--- config.mk ---
export PLATFORM = sky130hd
export DESIGN_NAME = rotate_ctrl
export DESIGN_NICKNAME = d
export VERILOG_FILES = /design/src/rtl/rotate_pkg.sv /design/src/rtl/btn_debounce.sv /design/src/rtl/rotate_ctrl.sv
export SDC_FILE = /design/constraint.sdc
export NUM_CORES = 1
export LEC_CHECK = 0
export ABC_AREA = 0
export BUFFER_PORTS_ARGS = -buffer_cell sky130_fd_sc_hd__buf_2
export CORE_MARGIN = 3
export CORE_UTILIZATION = 30
export DETAILED_ROUTE_END_ITERATION = 8
export PLACE_DENSITY = 0.51
export SLEW_MARGIN = 20
export SYNTH_ARGS = -nofsm -noshare
export SYNTH_HDL_FRONTEND = slang
export SYNTH_SLANG_ARGS = --single-unit
--- constraint.sdc ---
create_clock -name clk -period 5.5 [get_ports clk]
set_clock_uncertainty 0.2 [all_clocks]
set_input_delay 0.275 -clock clk [delete_from_list [all_inputs] [get_ports clk]]
set_output_delay 0.275 -clock clk [all_outputs]
set_load 0.03 [all_outputs]
--- src/rtl/rotate_pkg.sv ---
// Shared types and default constants for the rotating-pattern control stage.
package rotate_pkg;

  typedef logic [1:0] speed_t;

  typedef enum logic [1:0] {
    IDLE_LO = 2'd0,
    CHK_HI  = 2'd1,
    IDLE_HI = 2'd2,
    CHK_LO  = 2'd3
  } db_state_t;

  localparam int STEP_DIV_DEF  = 50_000_000;
  localparam int DB_CYCLES_DEF = 1_000_000;

endpackage

--- src/rtl/btn_debounce.sv ---
// Push-button conditioner: 2-flop synchronizer followed by a 4-state
// debounce FSM. Emits a one-cycle registered press pulse when a high level
// has been stable for DB_CYCLES synchronized samples; release is silent.
module btn_debounce
  import rotate_pkg::*;
#(
  parameter int DB_CYCLES = DB_CYCLES_DEF
) (
  input  logic clk,
  input  logic reset_n,
  input  logic raw,
  output logic level,
  output logic press
);

  localparam int CNT_W = $clog2(DB_CYCLES);
  // The sample that leaves an IDLE state is the first stable one, so the
  // check state needs DB_CYCLES-1 further samples: the last accepted value
  // of the counter is DB_CYCLES-2.
  localparam logic [CNT_W-1:0] CNT_LAST = CNT_W'(DB_CYCLES - 2);

  logic             sync1_q;
  logic             sync2_q;
  db_state_t        state_q;
  db_state_t        state_d;
  logic [CNT_W-1:0] cnt_q;
  logic [CNT_W-1:0] cnt_d;
  logic             press_q;
  logic             press_d;

  // Bring the asynchronous button into the clk domain.
  always_ff @(posedge clk or negedge reset_n) begin
    if (!reset_n) begin
      sync1_q <= 1'b0;
      sync2_q <= 1'b0;
    end else begin
      sync1_q <= raw;
      sync2_q <= sync1_q;
    end
  end

  // Debounce FSM next-state: count consecutive stable samples in CHK states.
  always_comb begin
    state_d = state_q;
    cnt_d   = cnt_q;
    press_d = 1'b0;
    case (state_q)
      IDLE_LO: begin
        if (sync2_q) begin
          state_d = CHK_HI;
          cnt_d   = '0;
        end
      end
      CHK_HI: begin
        if (!sync2_q) begin
          state_d = IDLE_LO;
          cnt_d   = '0;
        end else if (cnt_q == CNT_LAST) begin
          state_d = IDLE_HI;
          cnt_d   = '0;
          press_d = 1'b1;
        end else begin
          cnt_d = cnt_q + CNT_W'(1);
        end
      end
      IDLE_HI: begin
        if (!sync2_q) begin
          state_d = CHK_LO;
          cnt_d   = '0;
        end
      end
      CHK_LO: begin
        if (sync2_q) begin
          state_d = IDLE_HI;
          cnt_d   = '0;
        end else if (cnt_q == CNT_LAST) begin
          state_d = IDLE_LO;
          cnt_d   = '0;
        end else begin
          cnt_d = cnt_q + CNT_W'(1);
        end
      end
      default: begin
        state_d = IDLE_LO;
        cnt_d   = '0;
      end
    endcase
  end

  // Debounce FSM state, counter and press pulse registers.
  always_ff @(posedge clk or negedge reset_n) begin
    if (!reset_n) begin
      state_q <= IDLE_LO;
      cnt_q   <= '0;
      press_q <= 1'b0;
    end else begin
      state_q <= state_d;
      cnt_q   <= cnt_d;
      press_q <= press_d;
    end
  end

  assign level = (state_q == IDLE_HI) || (state_q == CHK_LO);
  assign press = press_q;

endmodule

--- src/rtl/rotate_ctrl.sv ---
// Control stage for the rotating seven-segment display: debounces pause,
// direction and speed buttons and generates the en step strobe and cw level.
// Optional feature macro: ROTATE_CTRL_SPEED_EN builds the speed button path;
// without it speed is fixed at 0 and btn_speed is ignored.
module rotate_ctrl
  import rotate_pkg::*;
#(
  parameter int STEP_DIV  = STEP_DIV_DEF,
  parameter int DB_CYCLES = DB_CYCLES_DEF
) (
  input  logic       clk,
  input  logic       reset_n,
  input  logic       btn_pause,
  input  logic       btn_dir,
  input  logic       btn_speed,
  output logic       en,
  output logic       cw,
  output logic       running,
  output logic [1:0] speed
);

  localparam int CNT_W = $clog2(STEP_DIV);

  // Terminal count (P-1) for each speed level, P = STEP_DIV >> speed.
  function automatic logic [CNT_W-1:0] period_m1(input speed_t s);
    case (s)
      2'd0:    period_m1 = CNT_W'(STEP_DIV - 1);
      2'd1:    period_m1 = CNT_W'((STEP_DIV >> 1) - 1);
      2'd2:    period_m1 = CNT_W'((STEP_DIV >> 2) - 1);
      default: period_m1 = CNT_W'((STEP_DIV >> 3) - 1);
    endcase
  endfunction

  logic             pause_press;
  logic             dir_press;
  logic             speed_press;
  logic             unused_pause_lvl;
  logic             unused_dir_lvl;
  speed_t           speed_lvl;
  logic             running_q;
  logic             cw_q;
  logic [CNT_W-1:0] cnt_q;
  logic [CNT_W-1:0] cnt_d;
  logic             term;

  btn_debounce #(.DB_CYCLES(DB_CYCLES)) u_db_pause (
    .clk     (clk),
    .reset_n (reset_n),
    .raw     (btn_pause),
    .level   (unused_pause_lvl),
    .press   (pause_press)
  );

  btn_debounce #(.DB_CYCLES(DB_CYCLES)) u_db_dir (
    .clk     (clk),
    .reset_n (reset_n),
    .raw     (btn_dir),
    .level   (unused_dir_lvl),
    .press   (dir_press)
  );

`ifdef ROTATE_CTRL_SPEED_EN
  logic   unused_speed_lvl;
  speed_t speed_q;

  btn_debounce #(.DB_CYCLES(DB_CYCLES)) u_db_speed (
    .clk     (clk),
    .reset_n (reset_n),
    .raw     (btn_speed),
    .level   (unused_speed_lvl),
    .press   (speed_press)
  );

  // Speed level advances 0,1,2,3,0 on each speed press.
  always_ff @(posedge clk or negedge reset_n) begin
    if (!reset_n) begin
      speed_q <= '0;
    end else if (speed_press) begin
      speed_q <= speed_q + 2'd1;
    end
  end

  assign speed_lvl = speed_q;
`else
  logic unused_btn_speed;

  assign unused_btn_speed = btn_speed;
  assign speed_press      = 1'b0;
  assign speed_lvl        = '0;
`endif

  // Pause and direction presses toggle their level registers.
  always_ff @(posedge clk or negedge reset_n) begin
    if (!reset_n) begin
      running_q <= 1'b1;
      cw_q      <= 1'b1;
    end else begin
      running_q <= running_q ^ pause_press;
      cw_q      <= cw_q ^ dir_press;
    end
  end

  // Step counter next value: cleared while paused, on pause/speed presses
  // and on terminal count; otherwise counts up.
  always_comb begin
    term  = (cnt_q == period_m1(speed_lvl));
    cnt_d = cnt_q + CNT_W'(1);
    if (!running_q || pause_press || speed_press || term) begin
      cnt_d = '0;
    end
  end

  // Step counter register.
  always_ff @(posedge clk or negedge reset_n) begin
    if (!reset_n) begin
      cnt_q <= '0;
    end else begin
      cnt_q <= cnt_d;
    end
  end

  // A pause press landing on terminal count swallows that strobe.
  assign en      = running_q & term & ~pause_press;
  assign cw      = cw_q;
  assign running = running_q;
  assign speed   = speed_lvl;

endmodule

==> results of run 1 <==
layer usage:
layer	share of wire [%]	track usage (%)	up-vias
li1	-	-	1579
met1	51	16.9	1544
met2	44	18.7	49
met3	3.3	3.00	9
met4	1.2	3.88	0
met5	0	0	-
worst max path at each step:
stage,startpoint,end,slack [ps],depth (start not counted)
3_3_place_gp,u_db_dir.cnt_q[0]$_DFFE_PN0P_,u_db_dir.cnt_q[3]$_DFFE_PN0P_,2970,7
2_1_floorplan,cnt_q[0]$_DFF_PN0_,en,3130,4
4_1_cts,u_db_pause.cnt_q[3]$_DFFE_PN0P_,u_db_pause.cnt_q[5]$_DFFE_PN0P_,2910,5
3_5_place_dp,u_db_dir.cnt_q[0]$_DFFE_PN0P_,u_db_dir.cnt_q[3]$_DFFE_PN0P_,2920,7
5_1_grt,cnt_q[0]$_DFF_PN0_,cnt_q[22]$_DFF_PN0_,2900,5
6_report,cnt_q[0]$_DFF_PN0_,cnt_q[24]$_DFF_PN0_,3120,5
power groups by stage:
stage	clock network, mW	logic, mW	registers [mW]
floorplan	0	0.300	0.658
global placement	0	0.346	0.667
detailed placement	0	0.354	0.669
CTS	0.653	0.356	0.659
global route	0.676	0.412	0.666
finish	0.628	0.358	0.659
sequential cells by signal (all words and copies together), names as in the netlist, named ones only:
register and flops:
u_db_dir.state_q 1, u_db_pause.sync1_q 1, u_db_pause.cnt_q 20, cnt_q 26, running 1, u_db_dir.cnt_q 20, u_db_pause.state_q 1, cw 1
u_db_dir.sync1_q 1, u_db_pause.sync2_q 1, u_db_dir.press 1, u_db_pause.press 1, u_db_dir.sync2_q 1
area by class of cell:
class | count | area share [%]
Inverter | 15 | 1.21
Multi-Input combinational cell | 325 | 43.7
Timing Repair Buffer | 10 | 1.58
Clock inverter | 3 | 0.858
Sequential cell | 78 | 41.9
Clock buffer | 13 | 6.01
Tap cell | 176 | 4.72
worst max-delay path, stage by stage (launching register included):
cell,delay (ps)
dfrtp_1,430
ha_1,360
nand4_1,210
o21ai_1,630
buf_4,340
nor2_1,80
kinds of logic after synthesis:
| logic type | share of synthesized area, % |
|---|---|
| DFF | 47.0 |
| other | 0.0901 |
| xor gates and xnor gates | 6.31 |
| buffers and inverters | 4.54 |
| AOI/OAI and AO/OA | 12.1 |
| muxes | 1.32 |
| adders and majority gates | 1.80 |
| and+or+nand+nor | 26.9 |
cells in the final DEF, fill, tap and decap left out, types with 4 or more instances in the layout:
cell type | synthesis | final
a21oi_1 | 23 | 22
and3_1 | 8 | 8
clkbuf_8 | 0 | 4
nand4_1 | 14 | 14
a21o_1 | 5 | 5
nand2_1 | 42 | 42
nor4b_1 | 4 | 4
nor4_1 | 9 | 9
dfrtp_1 | 76 | 76
nand3_1 | 33 | 33
nor3_1 | 16 | 16
and4_1 | 5 | 5
inv_1 | 15 | 15
mux2i_1 | 4 | 4
o21ai_0 | 14 | 14
ha_1 | 6 | 6
nor3_2 | 4 | 4
nor2_1 | 39 | 39
nand2b_1 | 6 | 6
xnor2_1 | 16 | 16
buf_2 | 7 | 5
a31oi_1 | 21 | 21
xor2_1 | 14 | 14
clkbuf_16 | 0 | 9
==> reports/metrics.csv, run 1 <==
metric,value,unit
Die Wd,124,microns
IO Port Bufs,6,
"FF+latch count, synth",78,
switching share of power,31.3,%
grt ovf,0,
post-synthesis sequential area ratio,47.0,%
max-slew violations,0,
Placed Instances,601,
VDD IR-drop max,193,uV
post-CTS sizing,0,
Global Route Usage Sum,12.2,%
number of setup violations in the final report,0,
Worst-Skew Late Latency,330,ps
Crit. End Element,register,
CTS root buf,clkbuf_16,
Non-Filler Instances,620,
Area Overhead vs Synth,12.1,%
fin util,34.8,%
Rows,42,
Worst Max-Slew Pin Slew,917,ps
r2r startpoint,cnt_q[0]$_DFF_PN0_,
Hold Crit Class,register to register,
Clock Path Buffers,2,
nets,450,
antenna violations before repair,0,
YS warnings,0,
Netlist cell types,53,
Post-CTS Setup Inserts,0,
register share of total power,40.0,%
RSZ-0062 raised after global routing,no,
arrival time at the worst endpoint,2390,ps
worst hold start,u_db_dir.sync1_q$_DFF_PN0_,
period utilization,43.2,%
"Avg Cell Area, Syn",9.48,sq um
Setup CP Type,register to register,
area of the multi-input gates,0.00204,sq mm
worst reg-to-reg path cell count,5,
global-route wire length before repair,14900,microns
Final WS setup,3120,ps
CP Max Fanout,16,
Hold Path Stages,0,
leakage power,1.88,nW
fmax,421,MHz
RR Endpoint,cnt_q[24]$_DFF_PN0_,
residual DRC count,0,
Die H,124,microns
MaxCap Viol Count,0,
Reg2Reg Setup Slack,3120,ps
PwrDens,353,mW/mm^2
Pint,1.13,mW
final setup TNS,0,ps
switching power,515,uW
Final Hold Slack,150,ps
CP required,5510,ps
final hold vios,0,
Ant. Diodes,0,
H-tree depth,3,
Iter 0 DRT Violations,197,
HPWL Detailed,5400,microns
largest net degree at the start of global routing,79,
Gate power share,21.8,%
Yosys top cell area share,45.7,%
"CTS clk-pin slew, worst paths",60,ps
Post-Syn Area,0.00416,sq mm
Worst setup SP type,register,
register area,0.00195,sq mm
Synth async-reset ratio,100,%
io pins,10,
Detail Route Antenna Nets,0,
Hold Path Sink,u_db_dir.sync2_q$_DFF_PN0_,
Clock power frac,38.2,%
fillers,1367,
post-layout min period,2380,ps
TritonCTS clock tree,built,
Via Count,3181,
relative slew slack,38.6,%
most frequent cell after synthesis,dfrtp_1,
status,"complete, no violations",
fin area,0.00467,sq mm
clk sinks,78,
largest area contributor in the netlist,dfrtp_1,
top_reg_cell synth,dfrtp_1,
dpl ws,2920,ps
number of synthesized flops with an enable pin,0,
share of layout cells above drive strength 1,9.68,%
Die ar.,0.0153,sq mm
Syn Inst Count,439,
WL final,8590,microns
WL/cell,13.9,microns
vias in the first global route,3075,
dominant cells by area after synthesis,"dfrtp_1 (46%), nand3_1 (4.0%), nand2_1 (3.8%)",
most instantiated cells after synthesis,"dfrtp_1 (76), nand2_1 (42), nor2_1 (39)",
"Hold-fix buffers, CTS",3,
routability cong.,0.775,
initial core utilization,31.1,%
Placed Instance Area,0.00430,sq mm
Core ar.,0.0134,sq mm
Via-to-Cell Ratio,5.13,
TritonRoute pass-1 iters,5,
Pwr Total,1.65,mW
CTS buffer count,9,
(Power assumes the default switching activity.)
==> run 2: changes to the inputs <==
--- a/config.mk
+++ b/config.mk
@@ -5,12 +5,12 @@
 export SDC_FILE = /design/constraint.sdc
 export NUM_CORES = 1
 export LEC_CHECK = 0
-export ABC_AREA = 0
+export ABC_AREA = 1
 export BUFFER_PORTS_ARGS = -buffer_cell sky130_fd_sc_hd__buf_2
 export CORE_MARGIN = 3
 export CORE_UTILIZATION = 30
 export DETAILED_ROUTE_END_ITERATION = 8
-export PLACE_DENSITY = 0.51
+export PLACE_DENSITY = 0.53
 export SLEW_MARGIN = 20
 export SYNTH_ARGS = -nofsm -noshare
 export SYNTH_HDL_FRONTEND = slang
==> constraint.sdc (replaced) <==
create_clock -name clk -period 2.1 [get_ports clk]
set_clock_uncertainty 0.2 [all_clocks]
set_input_delay 0.105 -clock clk [delete_from_list [all_inputs] [get_ports clk]]
set_output_delay 0.105 -clock clk [all_outputs]
set_load 0.03 [all_outputs]
==> reports/metrics.csv, run 2 <==
metric,value,unit,change
Top reg by flops,cnt_q,,
Final WS setup,94.4,ps,-3030 ps
switching power,1.13,mW,+120%
max reg flops,26,,unchanged
fmax,499,MHz,
Gate power share,15.1,%,-6.7 points
antenna violations before repair,0,,unchanged
Netlist cell types,35,,-34%
Core ar.,0.0146,sq mm,+9.3%
TritonCTS clock tree,built,,
max-slew violations,0,,unchanged
initial core utilization,30.9,%,-0.14 points
io pins,10,,unchanged
CP required,1790,ps,-3720 ps
Syn Inst Count,614,,+40%
worst-path cell chain,"ha_2, nand2_2, nor2_4, nand2_4, clkinv_2, nand2_4, nor3_2, buf_4",,
Via-to-Cell Ratio,4.64,,-9.6%
CTS root buf,clkbuf_16,,
Synth Area in Compound Gates,5.91,%,-6.2 points
period utilization,95.5,%,
most frequent cell after synthesis,nand2_1,,
"CTS clk-pin slew, worst paths",60,ps,about the same
MaxCap Viol Count,0,,unchanged
residual DRC count,0,,unchanged
routability cong.,0.853,,+10%
HPWL Detailed,6880,microns,+27%
Die H,129,microns,+4.1%
switching share of power,28.0,%,-3.3 points
IO Port Bufs,6,,unchanged
CP top delay family,simple AND/OR/NAND/NOR gates,,
Most common cell on crit path,nand2_4,,
worst reg-to-reg path cell count,10,,+5
Synth Area in Simple Gates,35.4,%,+8.5 points
Worst setup SP type,register,,
global-route wire length before repair,17300,microns,+16%
Reg2Reg Setup Slack,200,ps,-2920 ps
"commonest non-fill, non-tap cells in the layout","nand2_1 (168), nor2_1 (92), inv_1 (77)",,
number of synthesized flops with an enable pin,0,,unchanged
"leading cell type in the layout, fill and taps excluded",nand2_1,,
status,"complete, no violations",,
r2r startpoint,cnt_q[0]$_DFF_PN0_,,
WL/cell,12.1,microns,-13%
PwrDens,782,mW/mm^2,+120%
"FF+latch count, synth",78,,unchanged
CP Max Fanout,4,,-12
Die Wd,129,microns,+4.1%
Die ar.,0.0166,sq mm,+8.4%
Global Route Usage Sum,13.0,%,+0.78 points
dominant cells by area after synthesis,"dfrtp_1 (42%), nand2_1 (14%), nor2_1 (7.7%)",,
Detail Route Antenna Nets,0,,unchanged
Setup CP Type,register to output port,,
RR Endpoint,cnt_q[18]$_DFF_PN0_,,
share of layout cells above drive strength 1,10.5,%,+0.80 points
Area Overhead vs Synth,14.2,%,
area of the multi-input gates,0.00221,sq mm,+8.3%
register share of total power,41.0,%,+1.0 points
Clock Path Buffers,2,,unchanged
arrival time at the worst endpoint,1700,ps,-690 ps
Iter 0 DRT Violations,259,,+31%
fillers,1545,,+13%
final setup TNS,0,ps,unchanged
Hold Crit Class,input port to async pin,,
Critical-path top delay cell,dfrtp_1,,
VDD IR-drop max,453,uV,+130%
Yosys top cell area share,42.0,%,-3.7 points
Synth Area in Adders,1.66,%,-0.15 points
WL final,9940,microns,+16%
Pint,2.91,mW,+160%
number of setup violations in the final report,0,,unchanged
post-synthesis sequential area ratio,43.2,%,-3.8 points
dpl ws,247,ps,-2670 ps
TritonRoute pass-1 iters,4,,-1
clk sinks,78,,unchanged
post-layout min period,2010,ps,
largest area contributor in the netlist,dfrtp_1,,
Clock power frac,43.9,%,+5.7 points
Crit. End Element,output port,,
Via Count,3817,,+20%
Post-Syn Area,0.00453,sq mm,+8.8%
Synth async-reset ratio,100,%,unchanged
final hold vios,0,,unchanged
CP bufs+invs,2,,+1
YS warnings,0,,unchanged
top_reg_cell synth,dfrtp_1,,
Rows,44,,+4.8%
"Avg Cell Area, Syn",7.37,sq um,-22%
H-tree depth,3,,unchanged
Worst-Skew Late Latency,340,ps,about the same
register area,0.00195,sq mm,unchanged
leakage power,2.19,nW,+17%
Largest regs,"cnt_q x26, u_db_dir.cnt_q x20, u_db_pause.cnt_q x20",,
nets,645,,+43%
CTS buffer count,9,,unchanged
Max stage delay on crit path,370,ps,-260 ps
Pwr Total,4.04,mW,+150%
grt ovf,0,,unchanged
vias in the first global route,3770,,+23%
Ant. Diodes,0,,unchanged
RSZ-0062 raised after global routing,no,,
mux contribution to synthesized area,0,%,-1.3 points
most instantiated cells after synthesis,"nand2_1 (168), nor2_1 (93), inv_1 (77)",,
post-synthesis xor/xnor area fraction,5.42,%,-0.90 points
largest family of logic cells by synthesized area,simple AND/OR/NAND/NOR gates,,
largest net degree at the start of global routing,79,,unchanged
-- run 2: area by class of cell --
| type | count | area share (%) |
|---|---|---|
| multi-input cells | 448 | 42.8 |
| clock buffers | 10 | 4.43 |
| clock inverters | 6 | 2.13 |
| inverters | 81 | 5.91 |
| well taps | 184 | 4.45 |
| flip-flops and latches | 78 | 37.8 |
| repair buffers | 16 | 2.52 |
-- run 2: timing repair --
action	CTS	global route
endpoints found under the hold margin	80	0
buffers inserted	1	2
pin swaps	1	1
resized for setup	2	3
endpoints found under the setup margin	1	1
hold buffers	3	0
-- run 2: worst min-delay path, cell delays in order --
cell and delay, ps:
dlygate4sd3_1 530, buf_4 110, buf_12 320
-- run 2: logic make-up after synthesis --
kind of cell / after synthesis
and+or+nand+nor: 362
adders and majority gates: 6
DFF: 78
other: 1
AOI/OAI and AO/OA: 50
buffers and inverters: 89
xor gates and xnor gates: 28
-- run 2: worst max path at each step --
stage	start	endpoint	slack (ps)	cells past startpoint
4_1_cts	cnt_q[0]$_DFF_PN0_	en	3	8
2_1_floorplan	cnt_q[0]$_DFF_PN0_	en	140	7
6_report	cnt_q[0]$_DFF_PN0_	en	90	8
3_3_place_gp	u_db_dir.cnt_q[0]$_DFFE_PN0P_	register	250	10
5_1_grt	cnt_q[0]$_DFF_PN0_	en	0.7	8
3_5_place_dp	u_db_dir.cnt_q[0]$_DFFE_PN0P_	u_db_dir.cnt_q[6]$_DFFE_PN0P_	250	9
-- run 2: per-layer routing --
layer	part of all wire [%]	up-vias	wire (microns)	GRT usage (%)
met5	0	-	0	0
met4	1.5	0	148	4.69
met3	2.9	10	292	3.94
met2	49	46	4900	22.3
met1	46	1808	4600	15.3
li1	-	1953	-	-
-- run 2: power by group through the flow --
stage               sequential [mW]  clock [mW]  combinational, mW
global route                   1.67        1.90              0.694
CTS                            1.66        1.83              0.621
finish                         1.66        1.77              0.610
detailed placement             1.68           0              0.613
floorplan                      1.67           0              0.435
global placement               1.68           0              0.599
-- run 2: through the flow --
step           instances  area [sq um]  hold WS, ps  utilization (%)
2_1_floorplan        615          4530         -391                -
3_3_place_gp         801          4760        -24.1             32.5
3_5_place_dp         801          4760        -23.2             32.5
4_1_cts              821          5140          155             35.1
5_1_grt              823          5170          163             35.3
6_report             823          5170          125             35.3
